<file path="config.mk">
export PLATFORM = sky130hd
export DESIGN_NAME = uart_tx_arb
export DESIGN_NICKNAME = d
export VERILOG_FILES = /design/src/rtl/uart_tx_arb_pkg.sv /design/src/rtl/uart_tx_arb_rr_pick.sv /design/src/rtl/uart_tx_arb.sv
export SDC_FILE = /design/constraint.sdc
export NUM_CORES = 1
export LEC_CHECK = 0
export ABC_AREA = 1
export BUFFER_PORTS_ARGS = -buffer_cell sky130_fd_sc_hd__buf_2
export CAP_MARGIN = 20
export CORE_MARGIN = 2
export CORE_UTILIZATION = 32
export CTS_BUF_LIST = sky130_fd_sc_hd__clkbuf_8 sky130_fd_sc_hd__clkbuf_16
export DETAILED_ROUTE_END_ITERATION = 7
export GPL_TIMING_DRIVEN = 0
export PLACE_DENSITY_LB_ADDON = 0.2
export SKIP_LAST_GASP = 1
export SLEW_MARGIN = 20
export SYNTH_ARGS = -nofsm -noshare
export SYNTH_HDL_FRONTEND = slang
export SYNTH_SLANG_ARGS = --single-unit
</file>
<file path="constraint.sdc">
create_clock -name i_clk -period 1.6 [get_ports i_clk]
set_input_delay 0.16 -clock i_clk [delete_from_list [all_inputs] [get_ports i_clk]]
set_output_delay 0.16 -clock i_clk [all_outputs]
set_load 0.05 [all_outputs]
</file>
<file path="src/rtl/uart_tx_arb_pkg.sv">
// Shared constants and state encoding for the UART transmit arbiter.
package uart_tx_arb_pkg;

    localparam int BYTE_W          = 8;
    localparam int DEFAULT_TIMEOUT = 50000;

    typedef enum logic [1:0] {
        IDLE  = 2'd0,
        SEND  = 2'd1,
        START = 2'd2,
        BUSY  = 2'd3
    } state_t;

endpackage

</file>
<file path="src/rtl/uart_tx_arb_rr_pick.sv">
// Combinational one-hot round-robin picker: lowest requesting index at or
// above ptr wins, wrapping past the top.
module rr_pick
    import uart_tx_arb_pkg::*;
#(
    parameter int N     = 3,
    parameter int PTR_W = (N > 1) ? $clog2(N) : 1
) (
    input  logic [N-1:0]     req,
    input  logic [PTR_W-1:0] ptr,
    output logic [N-1:0]     pick,
    output logic             any
);

    int               sum;
    logic [PTR_W-1:0] idx;
    logic             found;

    always_comb begin
        pick  = '0;
        found = 1'b0;
        sum   = 0;
        idx   = '0;
        for (int i = 0; i < N; i++) begin
            sum = int'(ptr) + i;
            if (sum >= N) sum = sum - N;
            idx = PTR_W'(sum);
            if (req[idx] && !found) begin
                pick[idx] = 1'b1;
                found     = 1'b1;
            end
        end
    end

    assign any = |req;

endmodule

</file>
<file path="src/rtl/uart_tx_arb.sv">
// Packet-level round-robin arbiter sharing one UART byte transmitter between
// N_SRC valid/ready/last byte streams, with mid-packet stall revocation.
module uart_tx_arb
    import uart_tx_arb_pkg::*;
#(
    parameter int N_SRC   = 3,
    parameter int TIMEOUT = DEFAULT_TIMEOUT
) (
    input  logic                    i_clk,
    input  logic                    i_res_n,
    input  logic [N_SRC-1:0]        i_src_valid,
    input  logic [BYTE_W*N_SRC-1:0] i_src_data,
    input  logic [N_SRC-1:0]        i_src_last,
    output logic [N_SRC-1:0]        o_src_ready,
    output logic                    o_tx_start,
    output logic [BYTE_W-1:0]       o_tx_data,
    input  logic                    i_tx_busy,
    output logic [N_SRC-1:0]        o_grant,
    output logic                    o_timeout,
    output logic [7:0]              o_timeout_cnt
);

    localparam int PTR_W = (N_SRC > 1) ? $clog2(N_SRC) : 1;
    localparam int CNT_W = $clog2(TIMEOUT);
    localparam logic [CNT_W-1:0] STALL_LAST = CNT_W'(TIMEOUT - 2);

    state_t             state, state_next;
    logic [PTR_W-1:0]   ptr;
    logic [PTR_W-1:0]   grant_idx;
    logic [PTR_W-1:0]   next_ptr;
    logic [CNT_W-1:0]   stall_cnt;
    logic               last_q;
    logic               dwell;
    logic [N_SRC-1:0]   pick;
    logic               any_req;
    logic               sel_valid;
    logic               sel_last;
    logic [BYTE_W-1:0]  sel_data;
    logic               do_grant;
    logic               do_accept;
    logic               do_release;
    logic               do_timeout;

    rr_pick #(.N(N_SRC), .PTR_W(PTR_W)) u_pick (
        .req  (i_src_valid),
        .ptr  (ptr),
        .pick (pick),
        .any  (any_req)
    );

    // One-hot grant selects the owner's stream and yields its index.
    always_comb begin
        sel_valid = 1'b0;
        sel_last  = 1'b0;
        sel_data  = '0;
        grant_idx = '0;
        for (int k = 0; k < N_SRC; k++) begin
            if (o_grant[k]) begin
                sel_valid = i_src_valid[k];
                sel_last  = i_src_last[k];
                sel_data  = i_src_data[BYTE_W*k +: BYTE_W];
                grant_idx = PTR_W'(k);
            end
        end
    end

    assign next_ptr    = (grant_idx == PTR_W'(N_SRC - 1)) ? '0 : grant_idx + 1'b1;
    assign o_src_ready = (state == SEND) ? o_grant : '0;
    assign o_tx_start  = (state == START);

    always_ff @(posedge i_clk or negedge i_res_n) begin
        if (!i_res_n) state <= IDLE;
        else          state <= state_next;
    end

    always_comb begin
        state_next = state;
        do_grant   = 1'b0;
        do_accept  = 1'b0;
        do_release = 1'b0;
        do_timeout = 1'b0;
        case (state)
            IDLE: begin
                if (any_req) begin
                    state_next = SEND;
                    do_grant   = 1'b1;
                end
            end
            SEND: begin
                if (sel_valid) begin
                    state_next = START;
                    do_accept  = 1'b1;
                end else if (stall_cnt == STALL_LAST) begin
                    state_next = IDLE;
                    do_timeout = 1'b1;
                end
            end
            START: state_next = BUSY;
            BUSY: begin
                // The first BUSY cycle is a dwell while the transmitter raises busy.
                if (!dwell && !i_tx_busy) begin
                    if (last_q) begin
                        state_next = IDLE;
                        do_release = 1'b1;
                    end else begin
                        state_next = SEND;
                    end
                end
            end
            default: state_next = IDLE;
        endcase
    end

    always_ff @(posedge i_clk or negedge i_res_n) begin
        if (!i_res_n) begin
            ptr           <= '0;
            o_grant       <= '0;
            o_tx_data     <= '0;
            last_q        <= 1'b0;
            stall_cnt     <= '0;
            dwell         <= 1'b0;
            o_timeout     <= 1'b0;
            o_timeout_cnt <= '0;
        end else begin
            o_timeout <= do_timeout;
            dwell     <= (state == START);
            if (do_grant) begin
                o_grant   <= pick;
                stall_cnt <= '0;
            end
            if (do_accept) begin
                o_tx_data <= sel_data;
                last_q    <= sel_last;
                stall_cnt <= '0;
            end else if (state == SEND) begin
                stall_cnt <= stall_cnt + 1'b1;
            end
            if (do_release || do_timeout) begin
                o_grant <= '0;
                ptr     <= next_ptr;
            end
            if (do_timeout && (o_timeout_cnt != 8'hFF)) begin
                o_timeout_cnt <= o_timeout_cnt + 8'd1;
            end
        end
    end

endmodule

</file>
==> results.txt, run 1 <==
Status -> finished clean
Die W -> 96.7 um
Setup ws final -> 0.0616 ns
Worst setup EP type -> register
Register area share after synthesis -> 38.2%
Largest net degree at the start of global routing -> 43
Gr busiest metal -> met2
WL/cell -> 11.9 um
Synthesized flop and latch total -> 42
First DRT Iteration DRCs -> 108
Met1 GRT Util -> 18.7%
CP Class -> reg -> reg
Top-area cell type share of the netlist area -> 38.2%
Clk_skew -> 0.00799 ns
Clock root cell -> clkbuf_8
Residual DRC count -> 0
# port buffers -> 56
Total grt overflow -> 0
Io pins -> 57
CTS H-Tree Depth -> 2
Synth Instances -> 390
Min Hold Slack -> 0.161 ns
Starting Density -> 33.3%
Pwr/cell area -> 1530 mW/mm^2
Fin. Hold Viols -> 0
Min-Delay Path Class -> in -> reg
Layout cell share with drive strength beyond 1 -> 26.5%
MaxCap Viol Count -> 0
Syn Area/Cell -> 7.05 sq um
Routed Antenna Nets -> 0
Post-Synthesis Cell Area -> 0.00275 sq mm
Sink Count -> 42
Pre-antenna DRT Iters -> 4
Final nets -> 504
Clock transition at path regs -> 0.08 ns
Post-synth cell types -> 28
RSZ-0062 raised after global routing -> yes
Met3 Resource Use GR -> 3.03%
Post-synth top flop -> dfrtp_1
Setup-failing EPs final -> 0
Vias in the first global route -> 2545
Layout fillers -> 906
Diode count -> 0
CP max FO -> 6
Max transition margin -> 62.6%
Fin crit share -> 96.1%
Worst slew pin tran -> 0.560 ns
Top cells by area in the synthesized netlist -> dfrtp_1 38%, nand2_1 20%, nand3_1 9.5%, inv_1 4.8%, nor2_1 3.7%
Fmax -> 650 MHz
CTS tree -> done
FP Rows -> 33
Total vias in the final route -> 2667
Number of flops mapped to enable cells by yosys -> 0
CP arrival -> 1.73 ns
Vias/cell -> 4.68
Warning count from the yosys run -> 0
Worst vdd ir -> 1.13 mV
Startpoint types -> register
First-pass GRT wire length -> 11500 um
Die Height -> 96.7 um
Ys async rst share -> 100%
Slew Viols, Final -> 0
CP required -> 1.79 ns
Num CTS Buffers -> 5
Area delta synth->final -> 25.6%
Full die area -> 0.00935 sq mm
Syn Nets -> 430
Initial antenna violation count -> 0
Post-layout minimum cycle time -> 1.54 ns
GR Util All Layers -> 14.8%
Final HPWL from detailed placement -> 4990 um
Dpl ws -> -0.0510 ns
Met2 global-route usage -> 25.7%
GPL Wtd Cong -> 0.810
Leakage power -> 1.83 nW
Latest clock arrival within the worst-skew pair -> 0.30 ns
Largest area contributor in the netlist -> dfrtp_1
Core area -> 0.00826 sq mm
Final WL -> 6770 um
Clock buffer depth -> 2
[kinds of logic after synthesis]
family | after synthesis | share of synthesized area (%)
buf+inv | 50 | 7.24
simple gates | 258 | 43.9
flops | 42 | 38.2
xor+xnor | 10 | 3.19
fa+ha+maj | 7 | 3.19
compound gates | 23 | 4.28
[power by group]
group          switching, W  total [W]  leakage [nW]  internal, W
clock network      0.000375   0.000829        0.0607     0.000455
registers          0.000224    0.00153         0.557      0.00130
logic               0.00200    0.00292          1.21     0.000920
[per-stage QoR]
step | power [W] | std cells | setup TNS [ns] | utilization (%) | area (sq um)
after floorplan | 0.00357 | 390 | 0 | - | 2770
after global placement | 0.00422 | 551 | -0.0734 | 38.6 | 3180
after detailed placement | 0.00425 | 551 | -0.105 | 38.6 | 3180
after CTS | 0.00511 | 559 | -0.00198 | 39.9 | 3300
after global routing | 0.00570 | 570 | -0.664 | 41.8 | 3450
final | 0.00527 | 570 | 0 | 41.8 | 3450
[registers in the layout, summed over array words and instances, names as in the netlist, named ones only]
| name | count |
|---|---|
| dwell | 1 |
| last_q | 1 |
| o_grant | 3 |
| o_timeout | 1 |
| o_timeout_cnt | 8 |
| o_tx_data | 8 |
| ptr | 2 |
| stall_cnt | 16 |
| state | 1 |
[critical path, cell delays in order, from the launching register on]
cell	delay, ns
dfrtp_1	0.41
buf_4	0.13
nand3_1	0.15
nor2_4	0.21
nand3_1	0.16
nor2_4	0.15
nand3_1	0.09
nand3_1	0.09
nand2_1	0.05
[layer usage]
layer | up-vias | share of wire, %
met5 | - | 0
met4 | 0 | 1.4
met3 | 7 | 4.0
met2 | 49 | 48
met1 | 1212 | 46
li1 | 1399 | -
[Yosys cell counts (3+ instances only)]
| master | n |
|---|---|
| a21oi_1 | 4 |
| buf_4 | 3 |
| clkbuf_1 | 3 |
| dfrtp_1 | 42 |
| ha_1 | 7 |
| inv_1 | 35 |
| inv_2 | 8 |
| nand2_1 | 143 |
| nand2_2 | 3 |
| nand3_1 | 52 |
| nand3_4 | 3 |
| nand4_1 | 14 |
| nor2_1 | 27 |
| nor2_2 | 4 |
| nor2_4 | 3 |
| nor3_1 | 3 |
| o21ai_0 | 10 |
| o21ai_1 | 8 |
| xnor2_1 | 3 |
| xor2_1 | 7 |
[final timing paths]
check,end,slack (ns),depth (start not counted),from
max,stall_cnt[15],0.06,8,stall_cnt[0]
min,o_tx_data[3],0.16,5,i_src_data[11]
max reg2reg,stall_cnt[15],0.06,8,stall_cnt[0]
min reg2reg,o_tx_data[3],0.49,2,o_tx_data[3]
max in group asynchronous,o_timeout_cnt[0],0.79,2,i_res_n
min in group asynchronous,stall_cnt[11],0.39,2,i_res_n
[final cells by class]
type | count | area (sq um) | share of cell area, %
plain buffers | 6 | 37.5 | 1.09
clock buffers | 5 | 68.8 | 1.99
clock inverters | 3 | 37.5 | 1.09
inverters | 44 | 165 | 4.78
multi-input cells | 298 | 1580 | 45.8
flip-flops and latches | 42 | 1060 | 30.6
well taps | 105 | 131 | 3.81
repair buffers | 67 | 375 | 10.9
[cell usage in the layout, fill, tap and decap left out]
master,count
clkinv_1,1
nand3_4,3
nor2_4,6
o21ai_0,9
ha_1,3
o211ai_1,1
dfrtp_1,38
xnor2_1,3
a21oi_1,4
nor3_1,3
ha_2,1
nand3b_4,1
nor3_2,1
nor2_2,6
nand2_1,141
clkbuf_4,3
xor2_1,7
inv_1,32
buf_2,52
nand3_2,1
nor2_8,1
inv_2,13
clkbuf_1,2
nand2_4,1
nand3_1,51
and2_1,1
nand4_1,14
buf_4,15
dfrtp_2,4
ha_4,3
nor3b_1,1
clkbuf_8,5
nand2_2,5
bufinv_16,1
dlygate4sd3_1,1
nor2_1,22
o21ai_2,1
o21ai_1,8
[repair_timing]
item | in CTS | in global routing
setup buffers | 0 | 10
setup endpoints to repair | 4 | 20
resized for setup | 4 | 25
hold endpoints to repair | 0 | 42
pin swaps | 0 | 14
hold buffers | 0 | 1
No activity file was read; power rests on OpenSTA's default activity.
==> run 2: changes to the inputs <==
--- a/config.mk
+++ b/config.mk
@@ -11,7 +11,9 @@
 export CORE_MARGIN = 2
 export CORE_UTILIZATION = 32
 export CTS_BUF_LIST = sky130_fd_sc_hd__clkbuf_8 sky130_fd_sc_hd__clkbuf_16
+export CTS_CLUSTER_DIAMETER = 120
 export DETAILED_ROUTE_END_ITERATION = 7
+export GPL_ROUTABILITY_DRIVEN = 1
 export GPL_TIMING_DRIVEN = 0
 export PLACE_DENSITY_LB_ADDON = 0.2
 export SKIP_LAST_GASP = 1
==> constraint.sdc (replaced) <==
create_clock -name i_clk -period 1.6 [get_ports i_clk]
set_input_delay 0.16 -clock i_clk [delete_from_list [all_inputs] [get_ports i_clk]]
set_output_delay 0.16 -clock i_clk [all_outputs]
set_load 0.1 [all_outputs]
==> run 2 against run 1 <==
  * Sequential power hardly changed
  * Worst hold slack worse by 0.0045 ns
  * Design area is 0.25% lower
  * Flip-flop and latch count stayed put
  * Setup slack better by 0.0090 ns
  * Non-clock buffer count is 6 lower
  * Global-route usage is 0.57 points lower
  * Sequential share of layout area is 0.59 points higher
  * Critical path depth is 4 lower
  * Clock power is 1% higher
  * Critical path type is now reg -> out
  * Critical endpoint is now o_src_ready[0]
  * Largest cell class unchanged
==> results.txt, run 2 (synthesized netlist as in run 1, its figures left out) <==
Status -> finished clean (unchanged)
Area delta synth->final -> 25.3% (was 25.6%)
Max reg flops -> 16 (unchanged)
First-pass GRT wire length -> 11400 um (was 11500 um)
Residual DRC count -> 0 (unchanged)
Min Hold Slack -> 0.156 ns (was 0.161 ns)
Worst slew pin tran -> 0.567 ns (was 0.560 ns)
Max transition margin -> 62.2% (was 62.6%)
Min-Delay Path Class -> in -> reg (unchanged)
Latest clock arrival within the worst-skew pair -> 0.29 ns (was 0.30 ns)
Worst setup EP type -> primary output (was register)
Register area -> 0.00107 sq mm (was 0.00106 sq mm)
FP Rows -> 33 (unchanged)
CTS tree -> done (unchanged)
Leakage power -> 1.80 nW (was 1.83 nW)
Worst R2R Path Depth -> 9 (was 8)
Commonest cells after routing, fill and taps aside -> 140 x nand2_1, 53 x buf_2, 52 x nand3_1, 30 x inv_1, 30 x dfrtp_1 (was 141 x nand2_1, 52 x buf_2, 51 x nand3_1, 38 x dfrtp_1, 32 x inv_1)
MaxCap Viol Count -> 0 (unchanged)
Final HPWL from detailed placement -> 4980 um (was 4990 um)
Fin Setup TNS -> 0 ns (unchanged)
CP arrival -> 1.37 ns (was 1.73 ns)
Fin crit share -> 95.6% (was 96.1%)
Clock root cell -> clkbuf_8 (unchanged)
CP max FO -> 10 (was 6)
CP required -> 1.44 ns (was 1.79 ns)
Clock transition at path regs -> 0.09 ns (was 0.08 ns)
Crit path capture -> o_src_ready[0] (was stall_cnt[15])
Full die area -> 0.00935 sq mm (unchanged)
# port buffers -> 56 (unchanged)
Pwr/cell area -> 1720 mW/mm^2 (was 1530 mW/mm^2)
WL/cell -> 11.6 um (was 11.9 um)
Worst vdd ir -> 1.33 mV (was 1.13 mV)
Multi-input combinational cell area -> 0.00159 sq mm (was 0.00158 sq mm)
Core area -> 0.00826 sq mm (unchanged)
Vias/cell -> 4.73 (was 4.68)
Io pins -> 57 (unchanged)
Total grt overflow -> 0 (unchanged)
Pre-antenna DRT Iters -> 4 (unchanged)
Setup-failing EPs final -> 0 (unchanged)
Starting Density -> 33.3% (unchanged)
Sink Count -> 42 (unchanged)
Clock buffer depth -> 2 (unchanged)
Layout cell share with drive strength beyond 1 -> 27.9% (was 26.5%)
Fin. Hold Viols -> 0 (unchanged)
CTS H-Tree Depth -> 2 (unchanged)
Reg2reg start -> stall_cnt[0] (unchanged)
CP Class -> reg -> out (was reg -> reg)
RSZ-0062 raised after global routing -> yes (unchanged)
Crit path from -> o_grant[0] (was stall_cnt[0])
Largest regs -> stall_cnt x16, o_timeout_cnt x8, o_tx_data x8 (unchanged)
Slew Viols, Final -> 0 (unchanged)
Vias in the first global route -> 2511 (was 2545)
Post-layout minimum cycle time -> 1.53 ns (was 1.54 ns)
Largest net degree at the start of global routing -> 43 (unchanged)
Clk_skew -> 0.00764 ns (was 0.00799 ns)
GPL Wtd Cong -> 0.842 (was 0.810)
Largest reg by FF count -> stall_cnt (unchanged)
Leading cell type in the layout, fill and taps excluded -> nand2_1 (unchanged)
Final WL -> 6520 um (was 6770 um)
Initial antenna violation count -> 0 (unchanged)
Die W -> 96.7 um (unchanged)
Final nets -> 498 (was 504)
Total vias in the final route -> 2665 (was 2667)
GR Util All Layers -> 14.3% (was 14.8%)
Diode count -> 0 (unchanged)
Layout fillers -> 875 (was 906)
Die Height -> 96.7 um (unchanged)
Num CTS Buffers -> 5 (unchanged)
Routed Antenna Nets -> 0 (unchanged)
Fmax -> 654 MHz (was 650 MHz)
First DRT Iteration DRCs -> 55 (was 108)
Setup slack, reg-to-reg -> 0.10 ns (was 0.06 ns)
Startpoint types -> register (unchanged)
[run 2: cell types whose count changed in the layout (fill, tap and decap cells not counted), moves of 2 or more]
cell / delta
dfrtp_1: -8
buf_4: -7
dfrtp_2: +5
buf_6: +3
clkbuf_4: -3
dfrtp_4: +3
clkinv_2: +2
inv_1: -2
nor2_1: -2
nor2_2: +2
o21ai_1: +2
[run 2: worst max-delay path, cell delays in order (launching register included)]
cell	delay, ns
dfrtp_2	0.40
buf_2	0.23
inv_1	0.10
nor2_4	0.11
buf_6	0.23
[run 2: power breakdown]
| group | internal, W | switching, W |
|---|---|---|
| sequential | 0.00131 | 0.000228 |
| clock | 0.000460 | 0.000378 |
| combinational | 0.000920 | 0.00262 |
[run 2: layout make-up]
class | count | area share, %
Timing Repair Buffer | 61 | 9.92
Multi-Input combinational cell | 298 | 46.0
Sequential cell | 42 | 31.2
Clock inverter | 3 | 1.16
Clock buffer | 5 | 2.00
Buffer | 6 | 1.02
Tap cell | 105 | 3.82
Inverter | 44 | 4.87
[run 2: worst min-delay path by stage]
stage                    from                          to  slack, ns  depth (start not counted)
2_1_floorplan         i_res_n  asynchronous set/reset pin      -0.14                          0
3_3_place_gp          i_res_n               stall_cnt[11]       0.39                          1
3_5_place_dp          i_res_n               stall_cnt[11]       0.40                          1
4_1_cts               i_res_n  asynchronous set/reset pin       0.07                          1
5_1_grt         i_src_data[9]                o_tx_data[1]       0.20                          5
6_report       i_src_data[15]                o_tx_data[7]       0.16                          5
[run 2: per-layer routing]
metal,track usage [%],vias up,wire length [um]
li1,-,1386,-
met1,18.1,1216,3020
met2,25.3,59,3130
met3,2.96,4,328
met4,2.60,0,28
met5,0,-,0
[run 2: what timing repair did]
item | CTS | global route
gates resized for setup | 7 | 21
pin swaps | 0 | 11
hold endpoints to repair | 0 | 42
setup buffers | 0 | 4
endpoints found under the setup margin | 6 | 22
hold buffers | 0 | 1
[run 2: per-stage QoR]
step                cell area (sq um)  setup slack, ns  utilization (%)  power (W)  std cells
CTS                              3350          -0.0223             40.5    0.00579        559
floorplan                        2810           -0.174                -    0.00422        390
detailed placement               3230          -0.0508             39.1    0.00489        551
global route                     3440          -0.0373             41.7    0.00635        564
global placement                 3230          -0.0363             39.1    0.00488        551
finish                           3440           0.0706             41.7    0.00592        564
